<file path="config.mk">
export PLATFORM = sky130hd
export DESIGN_NAME = zood_round_controller
export DESIGN_NICKNAME = d
export VERILOG_FILES = /design/src/rtl/zood_round_controller.sv
export SDC_FILE = /design/constraint.sdc
export NUM_CORES = 1
export LEC_CHECK = 0
export CORE_ASPECT_RATIO = 2
export CORE_MARGIN = 4
export CORE_UTILIZATION = 39
export DETAILED_ROUTE_END_ITERATION = 7
export PLACE_DENSITY = 0.66
export SLEW_MARGIN = 20
export SYNTH_ARGS = -nofsm -noshare
export SYNTH_HDL_FRONTEND = slang
export SYNTH_SLANG_ARGS = --single-unit
</file>
<file path="constraint.sdc">
create_clock -name clock -period 2.8 [get_ports clock]
set_clock_uncertainty 0.1 [all_clocks]
set_input_delay 0.56 -clock clock [delete_from_list [all_inputs] [get_ports clock]]
set_output_delay 0.56 -clock clock [all_outputs]
set_load 0.01 [all_outputs]
</file>
<file path="src/rtl/zood_round_controller.sv">
// zood_round_controller
// Builds a guess one shape at a time and sends it to the Zood checker.
// Captures the returned Zood count and counts rounds.
// Declares a win when Zood equals NUM_SLOTS, or a loss when the round budget runs out.
// Optional build macro AUTO_CLEAR_GUESS_EN: when it is defined, the guess register
// clears on the result cycle of every round that returns to ENTRY.
module zood_round_controller #(
    parameter int NUM_SLOTS  = 4,
    parameter int MAX_ROUNDS = 8,
    parameter int CHECK_LAT  = 1
) (
    input  logic                   clock,
    input  logic                   reset,
    input  logic                   masterLoaded,
    input  logic [2:0]             guessShape,
    input  logic [1:0]             guessLocation,
    input  logic                   loadGuess,
    input  logic                   submitGuess,
    input  logic [3:0]             Zood,
    output logic [NUM_SLOTS*3-1:0] guess,
    output logic                   check,
    output logic [3:0]             roundNumber,
    output logic [3:0]             lastZood,
    output logic                   resultValid,
    output logic                   gameWon,
    output logic                   gameLost,
    output logic                   busy
);

    typedef enum logic [2:0] {
        IDLE,
        ENTRY,
        CHECK,
        WAIT,
        DONE
    } roundState_t;

    roundState_t state;
    logic [2:0]  waitCount;

    logic [NUM_SLOTS*3-1:0] loadedGuess;
    logic                   guessComplete;

    // Apply this cycle's load first, so that a submit in the same cycle sees the updated guess
    always_comb begin
        loadedGuess   = guess;
        guessComplete = 1'b1;
        if (loadGuess && (guessShape != 3'b000) && (guessShape != 3'b111)
            && (int'(guessLocation) < NUM_SLOTS)) begin
            loadedGuess[int'(guessLocation)*3 +: 3] = guessShape;
        end
        for (int k = 0; k < NUM_SLOTS; k++) begin
            if (loadedGuess[k*3 +: 3] == 3'b000) begin
                guessComplete = 1'b0;
            end
        end
    end

    // Round sequencer; all outputs are registered here so the checker sees clean pulses
    always_ff @(posedge clock) begin
        if (reset) begin
            state       <= IDLE;
            waitCount   <= '0;
            guess       <= '0;
            check       <= 1'b0;
            roundNumber <= '0;
            lastZood    <= '0;
            resultValid <= 1'b0;
            gameWon     <= 1'b0;
            gameLost    <= 1'b0;
            busy        <= 1'b0;
        end else begin
            check       <= 1'b0;
            resultValid <= 1'b0;
            case (state)
                IDLE: begin
                    if (masterLoaded) begin
                        state <= ENTRY;
                    end
                end
                ENTRY: begin
                    guess <= loadedGuess;
                    if (submitGuess && guessComplete) begin
                        state <= CHECK;
                        check <= 1'b1;
                        busy  <= 1'b1;
                    end
                end
                CHECK: begin
                    state     <= WAIT;
                    waitCount <= '0;
                end
                WAIT: begin
                    if (waitCount == 3'(CHECK_LAT - 1)) begin
                        lastZood    <= Zood;
                        resultValid <= 1'b1;
                        roundNumber <= roundNumber + 4'd1;
                        busy        <= 1'b0;
                        if (Zood == 4'(NUM_SLOTS)) begin
                            gameWon <= 1'b1;
                            state   <= DONE;
                        end else if ((roundNumber + 4'd1) == 4'(MAX_ROUNDS)) begin
                            gameLost <= 1'b1;
                            state    <= DONE;
                        end else begin
                            state <= ENTRY;
`ifdef AUTO_CLEAR_GUESS_EN
                            guess <= '0;
`else
                            guess <= guess;
`endif
                        end
                    end else begin
                        waitCount <= waitCount + 3'd1;
                    end
                end
                DONE: begin
                    state <= DONE;
                end
                default: begin
                    state <= IDLE;
                end
            endcase
        end
    end

endmodule

</file>
## After elaboration in Yosys (flattened, before gate mapping)

Index checks and enable logic that the tools add are counted.

| storage, ports and cells | value |
|---|---|
| register bits | 31 |
| word-level logic and storage cells | 69 |
| memories kept | 0 |
| output and inout port bits | 25 |
| ROM bits | 0 |
| input port bits | 14 |
| latch bits | 0 |
| memory bits (writable) | 0 |

| operators by class | value |
|---|---|
| muxes and demuxes | 19 |
| divide/modulo/power cells | 0 |
| equality and inequality tests | 11 |
| $mul | 1 |
| add/sub/neg operators | 3 |
| reduce and logical (&&, ||, !) cells | 20 |
| shift-type cells | 2 |
| magnitude comparators | 0 |
| bitwise gates (word level) | 3 |

Operator list:

| cell | number |
|---|---|
| $neg 4->33 | 1 |
| $shift 3x33->12 const A | 1 |
| $shiftx 3x33->12 | 1 |
| $logic_not 3->1 | 6 |
| $mux 3 | 6 |
| $pmux 3 s5 | 1 |
| $bwmux 12 | 1 |
| $mux 12 | 1 |
| $reduce_and 3->1 | 3 |
| $mux 1 | 8 |
| $ne 2x2->1 const B | 4 |
| $eq 3x2->1 const B | 2 |
| $pmux 3 s2 | 1 |
| $add 4x1->4 const B | 1 |
| $eq 4x3->1 const B | 1 |
| $eq 4x4->1 const B | 1 |
| $mul 2x2->4 const B | 1 |
| $reduce_and 2->1 | 2 |
| $reduce_and 4->1 | 1 |
| $reduce_bool 2->1 | 2 |
| $reduce_or 2->1 | 2 |
| $add 3x1->3 const B | 1 |
| $eq 3x1->1 const B | 1 |
| $eq 3x3->1 const B | 1 |
| 5 further kinds | 9 |

## Depth between registers and ports, before layout

| logic depth | value |
|---|---|
| word-level depth | 13 |
| depth in mapped cells | 9 |
| depth with buffers taken out | 8 |

## Worst setup path after synthesis

OpenSTA, ideal clock, no wires.

| timing path | value |
|---|---|
| path kind | input to register |
| start point | input guessLocation[0] |
| end point | register busy |
| cell stages on the path | 9 |
| required time | 2.633 ns |
| slack | 0.415 ns |
| arrival | 2.217 ns |
| buffers on the path | 1 |
| library setup time | 0.067 ns |
| path through | clkbuf_1 > inv_1 > ha_1 > nor2_1 > nand2_1 > mux2_4 > nor4_4 > nand2_2 > a21oi_2 |

| between the ends | value |
|---|---|
| cells in the longest elaborated chain, start to end | 13 |
| elaborated cells between the ends (all ways) | 17 |
| those cells by class | add/sub (1); mul (1); eq/ne (1); shift (2); mux (6); reduce/logical (6) |

Ends and longest elaborated chain:

| element | line | RTL |
|---|---|---|
| start, declared | 16 | `input logic [1:0] guessLocation,` |
| $mul 2x2->4 (*) | 50 | `loadedGuess[int'(guessLocation)*3 +: 3] = guessShape;` |
| $neg 4->33 (*) | 50 |  |
| $shiftx 3x33->12 or $shift 3x33->12 (tied branches) | 50 |  |
| $bwmux 12 (*) | 50 |  |
| $mux 12 (*) | 48 | `if (loadGuess && (guessShape != 3'b000) && (guessShape != 3'b111)` |
| $logic_not 3->1 | 53 | `if (loadedGuess[k*3 +: 3] == 3'b000) begin` |
| $mux 1 (3 in a row) | 53 |  |
| $mux 1 (*) | 53 |  |
| $logic_and 1x1->1 (*) | 83 | `if (submitGuess && guessComplete) begin` |
| $ne 2x2->1 (no source line) (*) | - |  |
| $reduce_and 3->1 (no source line) (*) | - |  |
| end signal, assigned | 71 | `busy <= 1'b0;` |
| end signal, assigned | 86 | `busy <= 1'b1;` |
| end signal, assigned | 98 | `busy <= 1'b0;` |
| end, declared | 27 | `output logic busy` |

Mark *: on every way between the ends. The rest lies on a longest branch, timed or not.
A chain may end at the register's enable or synchronous reset.

## Worst setup path after layout

| timing path | value |
|---|---|
| start point | input guessLocation[1] |
| end point | register busy |

Same word-level chain as after synthesis.

==> flow_summary_export.csv <==
group,metric,value,unit
cts,cts_tree,"built",
finish,nNetsFinal,249,
drt,via_count,1402,
sta,slew_viol_final,0,
hold_path,hold_path_depth,2,
drt,via_per_inst,5.03,
hold_path,worstHoldStart,"guess[5]$_SDFFE_PP0P_",
setup_path,r2r_slack,0.88,ns
drt,wl_per_cell,14.1,µm
synth,synth_area_leaders,"dfxtp_1 39%, mux2i_1 6.9%, ha_1 6.3%, nor2_1 6.1%, a21oi_1 5.0%",
cts,cts_resized,0,
setup_path,crit_buf_inv,2,
finish,drive_gt1_frac,0.127,
power_and_ir_drop,p_leak,0.812,nW
run,cap_violations,0,
setup_path,cp_slowest_stage_delay,0.52,ns
synth,yosysTopAreaCellShare,0.390,
cts,ctsHoldBuffers,0,
finish,final_area,2200,µm²
global_routing,antenna_found_initial,0,
cts,cts_root_buf,"clkbuf_8",
power_and_ir_drop,power_frac_clock,0.448,
die,initial_core_util,0.410,
cts,path_clk_slew,0.07,ns
finish,ff_latch_area,621,µm²
sta,worst_pin_slew,0.468,ns
setup_path,worstPathMaxFanout,7,
drt,wl,3930,µm
cts,cts_inserted_buffers,5,
synth,yosys.area.top_type,"dfxtp_1",
finish,antenna_cells,0,
synth,ys_ff_latch,31,
die,die_h,98.3,µm
die,core.rowCount,32,
power_and_ir_drop,swShare,0.225,
synth,syn_area_per_cell,8.84,µm²
finish,final_cells,279,
die,core-area,3880,µm²
global_routing,track_usage,0.170,
setup_path,cp_slowest_cell,"clkdlybuf4s50_1",
finish,syn2layout_area_growth,38.3,%
cts,clk_latency,0.28,ns
cts,post_cts_buffers,0,
power_and_ir_drop,p_per_area,461,nW/µm²
finish,fillers,383,
global_routing,grt_max_degree,23,
placed_design,dpl_cell_area,2080,µm²
global_routing,grt_pass1_wl,6530,µm
synth,synth_cell_types,40,
placed_design,dp_hpwl,3080,µm
power_and_ir_drop,p_seq_frac,0.439,
sta,fin_crit,2.41,ns
placed_design,post-place-cells,271,
setup_path,cp-end-kind,"register",
cts,cts_htree_levels,2,
hold_path,min_path_type,"register to register",
setup_path,cp-start-kind,"input port",
setup_path,cp_data_arrival_time,2.53,ns
setup_path,critPathRequiredTime,2.92,ns
hold_path,hold_end,"guess[5]$_SDFFE_PP0P_",
synth,synthCells,180,
drt,post-route-drc-count,0,
power_and_ir_drop,power.internal,0.000786,W
setup_path,critPathKind,"input port to register",
finish,multi_input_area,923,µm²
setup_path,crit_path_cell_trace,"clkdlybuf4s50_1, inv_1, ha_1, nor2_1, nand2_1, mux2_4, nor4_4, nand2_2, a21oi_2",
sta,finalSetupViolations,0,
die,pin_count,39,
synth,syn_nets,202,
status,status,"finished clean",
die,die_w,53.2,µm
global_routing,grt_pass1_vias,1451,
synth,yosysSeqAreaShare,0.390,
sta,fin_crit_sh,0.861,
sta,finalHoldViolCount,0,
setup_path,rr_startpoint,"waitCount[0]$_SDFFE_PP0P_",
global_routing,overflow,0,
sta,max_freq,415,MHz
power_and_ir_drop,combinationalPowerShare,0.112,
placed_design,port_buffers,38,
sta,timing.hold.ws,0.383,ns
cts,clkSinkCount,31,
setup_path,worst_r2r_path_depth,8,
sta,fin_tns_setup,0,ns
synth,synth_warnings,0,
drt,drt_iter0_drc,10,
power_and_ir_drop,vdd_drop_max,0.000616,V
setup_path,rr_endpoint,"roundNumber[3]$_SDFFE_PP0P_",
cts,cts_buffer_depth,2,
setup_path,critPathTopFamily,"buffers and inverters",
drt,drt_pass1_iterations,4,
placed_design,gp_congestion,0.751,
drt,ant_nets,0,
power_and_ir_drop,power_switching,0.000228,W
synth,synth_area,1590,µm²
sta,max_slew_margin,0.687,
sta,grt_setup_unrepaired,"false",
finish,post-route-util,0.567,
die,dieArea,5230,µm²
[tightest hold or removal path: stages, from the launching register on]
cell and delay (ns):
dfxtp_1 0.32, nand2b_1 0.07, a21oi_1 0.05
[power by group through the flow]
stage               registers [W]  clock network [W]   logic, W
detailed placement       0.000455                  0   0.000116
CTS                      0.000445           0.000471   0.000116
global route             0.000445           0.000489   0.000125
finish                   0.000445           0.000455   0.000114
floorplan                0.000455                  0  0.0000615
global placement         0.000455                  0   0.000115
[worst max path at each step]
stage / from / end / slack, ns / depth (start not counted)
floorplan: guessLocation[0] / busy$_SDFFE_PP0P_ / 0.42 / 9
global placement: guessLocation[1] / busy$_SDFFE_PP0P_ / 0.16 / 9
detailed placement: guessLocation[1] / busy$_SDFFE_PP0P_ / 0.10 / 9
CTS: guessLocation[1] / busy$_SDFFE_PP0P_ / 0.39 / 9
global route: guessLocation[1] / busy$_SDFFE_PP0P_ / 0.22 / 9
finish: guessLocation[1] / busy$_SDFFE_PP0P_ / 0.39 / 9
[per-layer routing]
| metal | GRT usage | vias to the layer above | part of all wire |
|---|---|---|---|
| met5 | 0 | - | 0 |
| met4 | 0.0846 | 0 | 0.023 |
| met3 | 0.0336 | 7 | 0.037 |
| met2 | 0.327 | 30 | 0.59 |
| met1 | 0.154 | 653 | 0.35 |
| li1 | - | 712 | - |
[layout by cell type, fill, tap and decap left out, types with 2 or more instances in the layout]
master,Yosys,layout
and2_0,4,4
inv_1,6,6
a21oi_2,4,4
ha_1,8,8
nand4_1,3,3
nand2_1,11,11
xnor2_1,2,2
a22oi_1,3,3
mux2_2,2,2
nand3_1,6,6
xor2_1,2,2
dfxtp_1,31,31
a21oi_1,16,16
nor2_1,26,26
nand2b_1,12,12
or3_1,4,4
mux2i_1,11,11
clkbuf_8,0,6
clkdlybuf4s50_1,0,38
o21ai_0,2,2
buf_4,0,7
nor3_1,2,2
[cell usage after synthesis (all sizes together)]
library cell and number:
nor2 27, a22o 1, nor4 2, a22oi 3
o22ai 1, ha 8, and3 1, o21bai 1
nand4b 1, xnor2 2, nor4b 1, mux2 3
a21bo 1, nor3b 2, or3 4, a31oi 1
o21ai 2, dfxtp 31, clkbuf 4, nand4bb 1
a21boi 1, inv 6, o31ai 1, mux2i 11
nor3 2, nand2b 12, a21oi 20, nor2b 1
nand3 6, buf 2, nand4 3, nand2 12
xor2 2, and2 4
[state kept, by name, indices dropped and copies added, names as in the netlist, 3 cells and up]
register	flops
waitCount	3
lastZood	4
state	3
guess	12
roundNumber	4
[cells by family (layout without fill, tap and decap cells)]
kind of cell / count (synthesis) / in the layout / share of synthesized area
buffers and inverters: 12 / 60 / 0.0299
AO/OA/AOI/OAI: 32 / 32 / 0.129
AND/OR/NAND/NOR: 79 / 79 / 0.274
multiplexers: 14 / 14 / 0.0928
flip-flops: 31 / 31 / 0.390
adder cells (fa/ha/maj): 8 / 8 / 0.0629
XOR/XNOR: 4 / 4 / 0.0220
[cell type report]
class | count | share of cell area
timing repair buffer | 46 | 0.206
clock buffer | 6 | 0.0375
sequential | 31 | 0.282
inverter | 6 | 0.0102
multi-input combinational | 137 | 0.420
tap | 51 | 0.0290
clock inverter | 2 | 0.0159
[through the flow]
step	total power, W	setup WS, ns
6_report	0.00101	0.390
3_5_place_dp	0.000571	0.104
2_1_floorplan	0.000517	0.415
5_1_grt	0.00106	0.220
3_3_place_gp	0.000570	0.160
4_1_cts	0.00103	0.390
(Power assumes the default switching activity.)
